**src/rtl/plab4_net_router_input_ctrl_arbiter_tdm.sv**
```systemverilog
// ============================================================================
// plab4_net_router_input_ctrl_arbiter_tdm
//
// Time-division-multiplexed input controller for a ring router input port
// shared by several security domains. Ownership of the input rotates through
// the domains in fixed-length time slots. The rotation is driven only by free
// running counters, so no domain can influence when another domain is served.
// Only the domain that owns the current slot may raise output-port requests
// or receive a ready.
//
// Parameters
//   p_router_id     id of this router on the ring
//   p_num_routers   routers on the ring (sets the destination field width)
//   p_num_domains   security domains sharing this input (1..8)
//   p_slot_cycles   cycles per domain time slot (2..256)
//   p_default_reqs  request vector used for non-local destinations
//
// Ports
//   clk         sole clock, rising edge
//   reset_n     asynchronous active-low reset
//   dest        per-domain head-flit destination, domain d in slice d
//   in_val      per-domain valid
//   in_rdy      per-domain ready (only the slot owner can see a 1)
//   reqs        {west, terminal, east} requests of the slot owner
//   grants      grants from the switch allocator, same encoding as reqs
//   cur_domain  domain owning the current slot
//   slot_start  high in the first cycle of every slot
//
// Configuration macro
//   PLAB4_NET_TDM_DEAD_CYCLE_EN  when defined, the last cycle of every slot
//                                is a dead cycle: reqs and in_rdy are forced
//                                to zero so no transfer crosses a boundary.
// ============================================================================
module plab4_net_router_input_ctrl_arbiter_tdm #(
    parameter int         p_router_id    = 0,
    parameter int         p_num_routers  = 8,
    parameter int         p_num_domains  = 2,
    parameter int         p_slot_cycles  = 4,
    parameter logic [2:0] p_default_reqs = 3'b001,
    localparam int        c_dest_nbits   = $clog2(p_num_routers),
    localparam int        c_dom_nbits    = (p_num_domains > 1) ? $clog2(p_num_domains) : 1
) (
    input  logic                                  clk,
    input  logic                                  reset_n,
    input  logic [p_num_domains*c_dest_nbits-1:0] dest,
    input  logic [p_num_domains-1:0]              in_val,
    output logic [p_num_domains-1:0]              in_rdy,
    output logic [2:0]                            reqs,
    input  logic [2:0]                            grants,
    output logic [c_dom_nbits-1:0]                cur_domain,
    output logic                                  slot_start
);

    localparam int                      c_slot_nbits = $clog2(p_slot_cycles);
    localparam logic [c_slot_nbits-1:0] c_slot_last  = c_slot_nbits'(p_slot_cycles - 1);
    localparam logic [c_dom_nbits-1:0]  c_dom_last   = c_dom_nbits'(p_num_domains - 1);
    localparam logic [c_dest_nbits-1:0] c_router_id  = c_dest_nbits'(p_router_id);

    // ------------------------------------------------------------------------
    // Slot / domain counters
    // ------------------------------------------------------------------------
    logic [c_slot_nbits-1:0] slot_cnt_reg;
    logic [c_slot_nbits-1:0] slot_cnt_next;
    logic [c_dom_nbits-1:0]  dom_cnt_reg;
    logic [c_dom_nbits-1:0]  dom_cnt_next;
    logic                    slot_last;

    assign slot_last = (slot_cnt_reg == c_slot_last);

    always_comb begin
        slot_cnt_next = slot_cnt_reg + c_slot_nbits'(1);
        dom_cnt_next  = dom_cnt_reg;
        if (slot_last) begin
            slot_cnt_next = '0;
            // With a single domain c_dom_last is 0, so the domain stays at 0.
            dom_cnt_next  = (dom_cnt_reg == c_dom_last) ? '0
                                                        : dom_cnt_reg + c_dom_nbits'(1);
        end
    end

    // Reset acts immediately: a slot in progress is abandoned and the
    // schedule restarts at domain 0, cycle 0.
    always_ff @(posedge clk or negedge reset_n) begin
        if (!reset_n) begin
            slot_cnt_reg <= '0;
            dom_cnt_reg  <= '0;
        end else begin
            slot_cnt_reg <= slot_cnt_next;
            dom_cnt_reg  <= dom_cnt_next;
        end
    end

    assign cur_domain = dom_cnt_reg;
    assign slot_start = (slot_cnt_reg == '0);

    // ------------------------------------------------------------------------
    // Dead-cycle option
    // ------------------------------------------------------------------------
    logic slot_quiet;

`ifdef PLAB4_NET_TDM_DEAD_CYCLE_EN
    assign slot_quiet = slot_last;
`else
    assign slot_quiet = 1'b0;
`endif

    // ------------------------------------------------------------------------
    // Per-domain route computation and ready fan-out
    // ------------------------------------------------------------------------
    logic [2:0] dom_reqs [p_num_domains];
    logic [2:0] owner_req;
    logic       xfer_ok;

    generate
        for (genvar gi = 0; gi < p_num_domains; gi++) begin : g_dom
            logic [c_dest_nbits-1:0] dom_dest;

            assign dom_dest     = dest[gi*c_dest_nbits +: c_dest_nbits];
            assign dom_reqs[gi] = !in_val[gi]               ? 3'b000 :
                                  (dom_dest == c_router_id) ? 3'b010 :
                                                              p_default_reqs;

            // Only the slot owner can ever see ready; everyone else is
            // blocked regardless of what the allocator does.
            assign in_rdy[gi] = (dom_cnt_reg == c_dom_nbits'(gi)) && xfer_ok;
        end
    endgenerate

    // Select the owner's request. Counter values beyond p_num_domains-1 are
    // unreachable, so the zero default never shows in practice.
    always_comb begin
        owner_req = 3'b000;
        for (int d = 0; d < p_num_domains; d++) begin
            if (dom_cnt_reg == c_dom_nbits'(d)) begin
                owner_req = dom_reqs[d];
            end
        end
    end

    assign reqs = slot_quiet ? 3'b000 : owner_req;

    // Grants are only meaningful where they overlap our own request; stray
    // grant bits (or grants while idle) never produce a ready.
    assign xfer_ok = |(reqs & grants);

endmodule

```
**config.mk**
```make
export PLATFORM = sky130hd
export DESIGN_NAME = plab4_net_router_input_ctrl_arbiter_tdm
export DESIGN_NICKNAME = d
export VERILOG_FILES = /design/src/rtl/plab4_net_router_input_ctrl_arbiter_tdm.sv
export SDC_FILE = /design/constraint.sdc
export NUM_CORES = 1
export LEC_CHECK = 0
export BUFFER_PORTS_ARGS = -buffer_cell sky130_fd_sc_hd__buf_4
export CORE_AREA = 2 2 39 41
export DETAILED_ROUTE_END_ITERATION = 10
export DIE_AREA = 0 0 41 43
export PLACE_DENSITY = 0.39
export RECOVER_POWER = 25
export SYNTH_ARGS = -nofsm -noshare
export SYNTH_HDL_FRONTEND = slang
export SYNTH_SLANG_ARGS = --single-unit
```
**constraint.sdc**
```tcl
create_clock -name clk -period 0.8 [get_ports clk]
set_input_delay 0.12 -clock clk [delete_from_list [all_inputs] [get_ports clk]]
set_output_delay 0.12 -clock clk [all_outputs]
set_load 0.01 [all_outputs]
```
## Yosys cells after proc, flatten, opt, wreduce, memory -nomap -nowiden

Cells that the tools add are included.

- Word-level logic and storage cells: 20
- Bits in registers: 3
- Output and inout bits: 7
- Input bits: 13

- Equality and inequality tests: 1
- Mux-type cells: 7
- Bitwise logic cells: 2
- Reduce and logical (&&, ||, !) cells: 6
- $add $sub $neg: 2

Operator list:

| kind | count |
|---|---|
| two-way mux 2 bit | 6 |
| logical NOT 3 bit | 2 |
| AND 2 x 3 -> 3 bit | 1 |
| OR reduction 3 bit | 1 |
| adder 2 x 1 -> 2 bit (second input constant) | 1 |
| == test 2 bit (second input constant) | 1 |
| logical AND 1 bit | 2 |
| logical NOT 2 bit | 1 |
| adder 1 bit (second input constant) | 1 |
| two-way mux 1 bit | 1 |
| inverter 1 bit | 1 |

## Depth between registers and ports, before layout

- Word-level depth: 7
- Mapped depth: 2
- Depth with buffers taken out: 2

## Least setup slack after synthesis

Ideal clock, no wire load.

- Path kind: in2out
- Start: input port dest[1]
- End: output port in_rdy[0]
- Stages: 2
- Arrival time: 0.851 ns
- Required time: 0.680 ns
- Path buffers: 0
- Path slack: -0.171 ns
- Path through: or4b_1 > a21oi_1

- Longest elaborated chain between the ends: 7

RTL lines:

| what | line | text |
|---|---|---|
| from (decl) | 45 | `input logic [p_num_domains*c_dest_nbits-1:0] dest,` |
| logical NOT 3 bit | 120 | `(dom_dest == c_router_id) ? 3'b010 :` |
| two-way mux 2 bit | 120 |  |
| two-way mux 2 bit | 119 | `assign dom_reqs[gi] = !in_val[gi] ? 3'b000 :` |
| two-way mux 2 bit | 134 | `if (dom_cnt_reg == c_dom_nbits'(d)) begin` |
| AND 2 x 3 -> 3 bit | 144 | `assign xfer_ok = \|(reqs & grants);` |
| OR reduction 3 bit | 144 |  |
| logical AND 1 bit | 125 | `assign in_rdy[gi] = (dom_cnt_reg == c_dom_nbits'(gi)) && xfer_ok;` |
| to (decl) | 47 | `output logic [p_num_domains-1:0] in_rdy,` |

Every way passes these cells.

## Worst setup path in the final report

- Start: register dom_cnt_reg (netlist: cur_domain)
- End: output port reqs[0]

- Longest elaborated chain between the ends: 1

RTL lines:

| what | line | text |
|---|---|---|
| from (decl) | 64 | `logic [c_dom_nbits-1:0] dom_cnt_reg;` |
| from (signal assigned) | 89 | `dom_cnt_reg <= dom_cnt_next;` |
| two-way mux 2 bit | 134 |  |
| to (decl) | 48 | `output logic [2:0] reqs,` |

Every way passes these cells.

==> metrics <==
Chip Width 41 um; First-pass DRT Iterations 2; Netlist cell types 18; total net switching power 0.1170 mW; Yosys warning count 0; Multi-input gate area 195.2 um2; first-pass GRT wire length 1117 um; # rows 14; P_leak 0.2541 nW; clock power share 48.6%; failing checks negative setup slack; RSZ-0062 raised after global routing true; Vias/cell 4.159; vias in the first global route 290; class of the worst hold path input port to asynchronous set/reset pin; # setup viols final 8; crit path kind flip-flop to output pin; post-synthesis sequential area ratio 34.68%; initial DRC count 2; register bit total from synthesis 3; largest net degree at the start of global routing 8; Critical Path Source Type flip-flop; GR Util All Layers 10.17%; NumNets Final 69; die height 43 um; Tmin final 1.193 ns; cells on worst reg2reg path 3; routed wire length 770 um; status finished with violations; DRT antenna net count 0; Tcrit/Tclk final 149.1%; CP max FO 7; post-layout util 39.15%; area of the die 1763 um2; Avg Inst Size Synth 9.019 um2; achievable clock frequency 0.8383 GHz; Buffers on Ports 17; antenna violations before repair 0; CTS tree yes; critical path capture point type output pin; Hold WS 0.2350 ns; TritonCTS buffer count 3; Arr. time, crit path 1.07 ns; diode count 0; sequential share of power 28.9%; total chip power 0.5288 mW; routed vias 287; FF+latch area 76.32 um2; number of flip-flops in the largest register 2; clk_skew 0.002934 ns; Internal 0.4118 mW; final RePlAce weighted congestion 0.5549; Hold Fails Final Rpt 0; syn_nets 39; Post-Synthesis Cells 24; Ports 20; Logic pwr share 22.5%; reg2reg setup slack -0.16 ns; switching share of power 22.13%; drt drc 0; min setup slack post-route -0.3929 ns; clock root buffer clkbuf_4; total gr overflow 0; CTS max path bufs 2; maximum VDD drop 0.6229 mV; RR Startpoint cur_domain; Clock transition at path regs 0.04 ns; post-DP HPWL 629.9 um; layout cell share with drive strength beyond 1 79.25%; Critical R2R Capture cur_domain; Max Cap Viol 0; Clk Latency, worst-skew pair 0.23 ns; Max Slew Vio Count 0; Area Overhead vs Synth 150.3%; Wirelength per Cell 11.16 um; Synth Cell Area 216.5 um2; H-tree Lvls 1; filler instances 143; clock tree sinks 3; critical path required time 0.68 ns; initial core utilization 15.64%; Core ar. 1384 um2; pwr dens 976.0 nW/um2
-- worst max-delay path by stage --
| stage | from | endpoint | slack (ns) | cells past startpoint |
|---|---|---|---|---|
| after floorplan | dest[1] | in_rdy[0] | -0.15 | 2 |
| after global placement | dest[1] | in_rdy[0] | -0.34 | 4 |
| after detailed placement | dest[1] | in_rdy[0] | -0.35 | 4 |
| after CTS | cur_domain | reqs[0] | -0.42 | 3 |
| after global routing | cur_domain | reqs[0] | -0.45 | 3 |
| final | cur_domain | reqs[0] | -0.39 | 3 |
-- critical path: stages (launching register included) --
cell and delay [ns]:
dfrtp_2 0.44, nand2b_4 0.17, o22ai_2 0.09, buf_4 0.14
-- cell usage after synthesis --
cell	instances	area, um2
or4b_1	1	10.01
mux2i_1	1	10.01
nor2_1	1	3.750
o22ai_1	1	6.260
a32o_1	1	10.01
o31ai_1	1	7.510
nor2b_1	1	6.260
conb_1	1	3.750
nor3_1	2	10.01
xor2_1	1	8.760
buf_4	1	7.510
dfrtp_1	3	75.07
nand2b_1	1	6.260
nand2_1	1	3.750
a21oi_1	1	5.000
inv_1	2	7.510
nand3_1	2	10.01
ha_1	2	25.02
-- routing by layer --
metal / vias up / routed length (um) / global-route usage, %
met5: - / 0 / 0
met3: 0 / 87 / 3.665
met2: 16 / 410 / 16.56
li1: 141 / - / -
met1: 130 / 271 / 8.442
met4: 0 / 0 / 10.00
-- layout by cell type (no fill, tap or decap) --
cell	instances
or4b_4	1
nand2b_4	1
dfrtp_1	2
mux2i_2	1
nand3_2	2
nor3_1	1
inv_2	2
nand2_1	1
buf_4	18
dfrtp_2	1
conb_1	1
nor2_2	1
dlygate4sd3_1	1
a21oi_2	1
o31ai_1	1
ha_4	2
nor2b_1	1
buf_6	6
a32o_2	1
clkbuf_1	2
o22ai_2	1
nor3_2	1
xor2_1	1
clkbuf_4	3
-- kinds of logic (layout without fill, tap and decap cells) --
logic type,Yosys count,in the layout,synth area share [%]
flip-flops,3,3,34.68
buffers and inverters,3,32,6.939
XOR/XNOR,1,1,4.047
other,1,1,1.732
adder cells (fa/ha/maj),2,2,11.56
multiplexers,1,1,4.624
AO/OA/AOI/OAI,4,4,13.30
AND/OR/NAND/NOR,9,9,23.12
-- layout make-up --
| class | instances | share of cell area [%] |
|---|---|---|
| clock buffer | 4 | 4.850 |
| multi-input combinational | 18 | 36.03 |
| inverter | 2 | 1.386 |
| timing repair buffer | 26 | 39.95 |
| sequential | 3 | 14.09 |
| tap | 16 | 3.695 |
-- power by group through the flow --
stage | logic [mW] | registers (mW) | clock network [mW]
floorplan | 0.0348 | 0.155 | 0
global route | 0.128 | 0.152 | 0.288
detailed placement | 0.118 | 0.154 | 0
finish | 0.119 | 0.153 | 0.257
global placement | 0.114 | 0.154 | 0
CTS | 0.123 | 0.153 | 0.274
-- stage by stage --
step / area [um2] / setup TNS, ns / std cells / setup slack, ns
floorplan: 261.5 / -0.3209 / 24 / -0.1469
global placement: 439.2 / -1.260 / 61 / -0.3397
detailed placement: 439.2 / -1.382 / 61 / -0.3506
CTS: 535.5 / -2.385 / 69 / -0.4154
global route: 541.8 / -2.640 / 69 / -0.4540
finish: 541.8 / -2.267 / 69 / -0.3929
-- timing repair --
| item | CTS | global route |
|---|---|---|
| setup endpoints to repair | 8 | 9 |
| hold buffers | 1 | 0 |
| pin swaps | 2 | 1 |
| cloned | 0 | 0 |
| buffers inserted | 3 | 1 |
| resized for setup | 7 | 6 |
| endpoints found under the hold margin | 3 | 0 |
(Power assumes the default switching activity.)
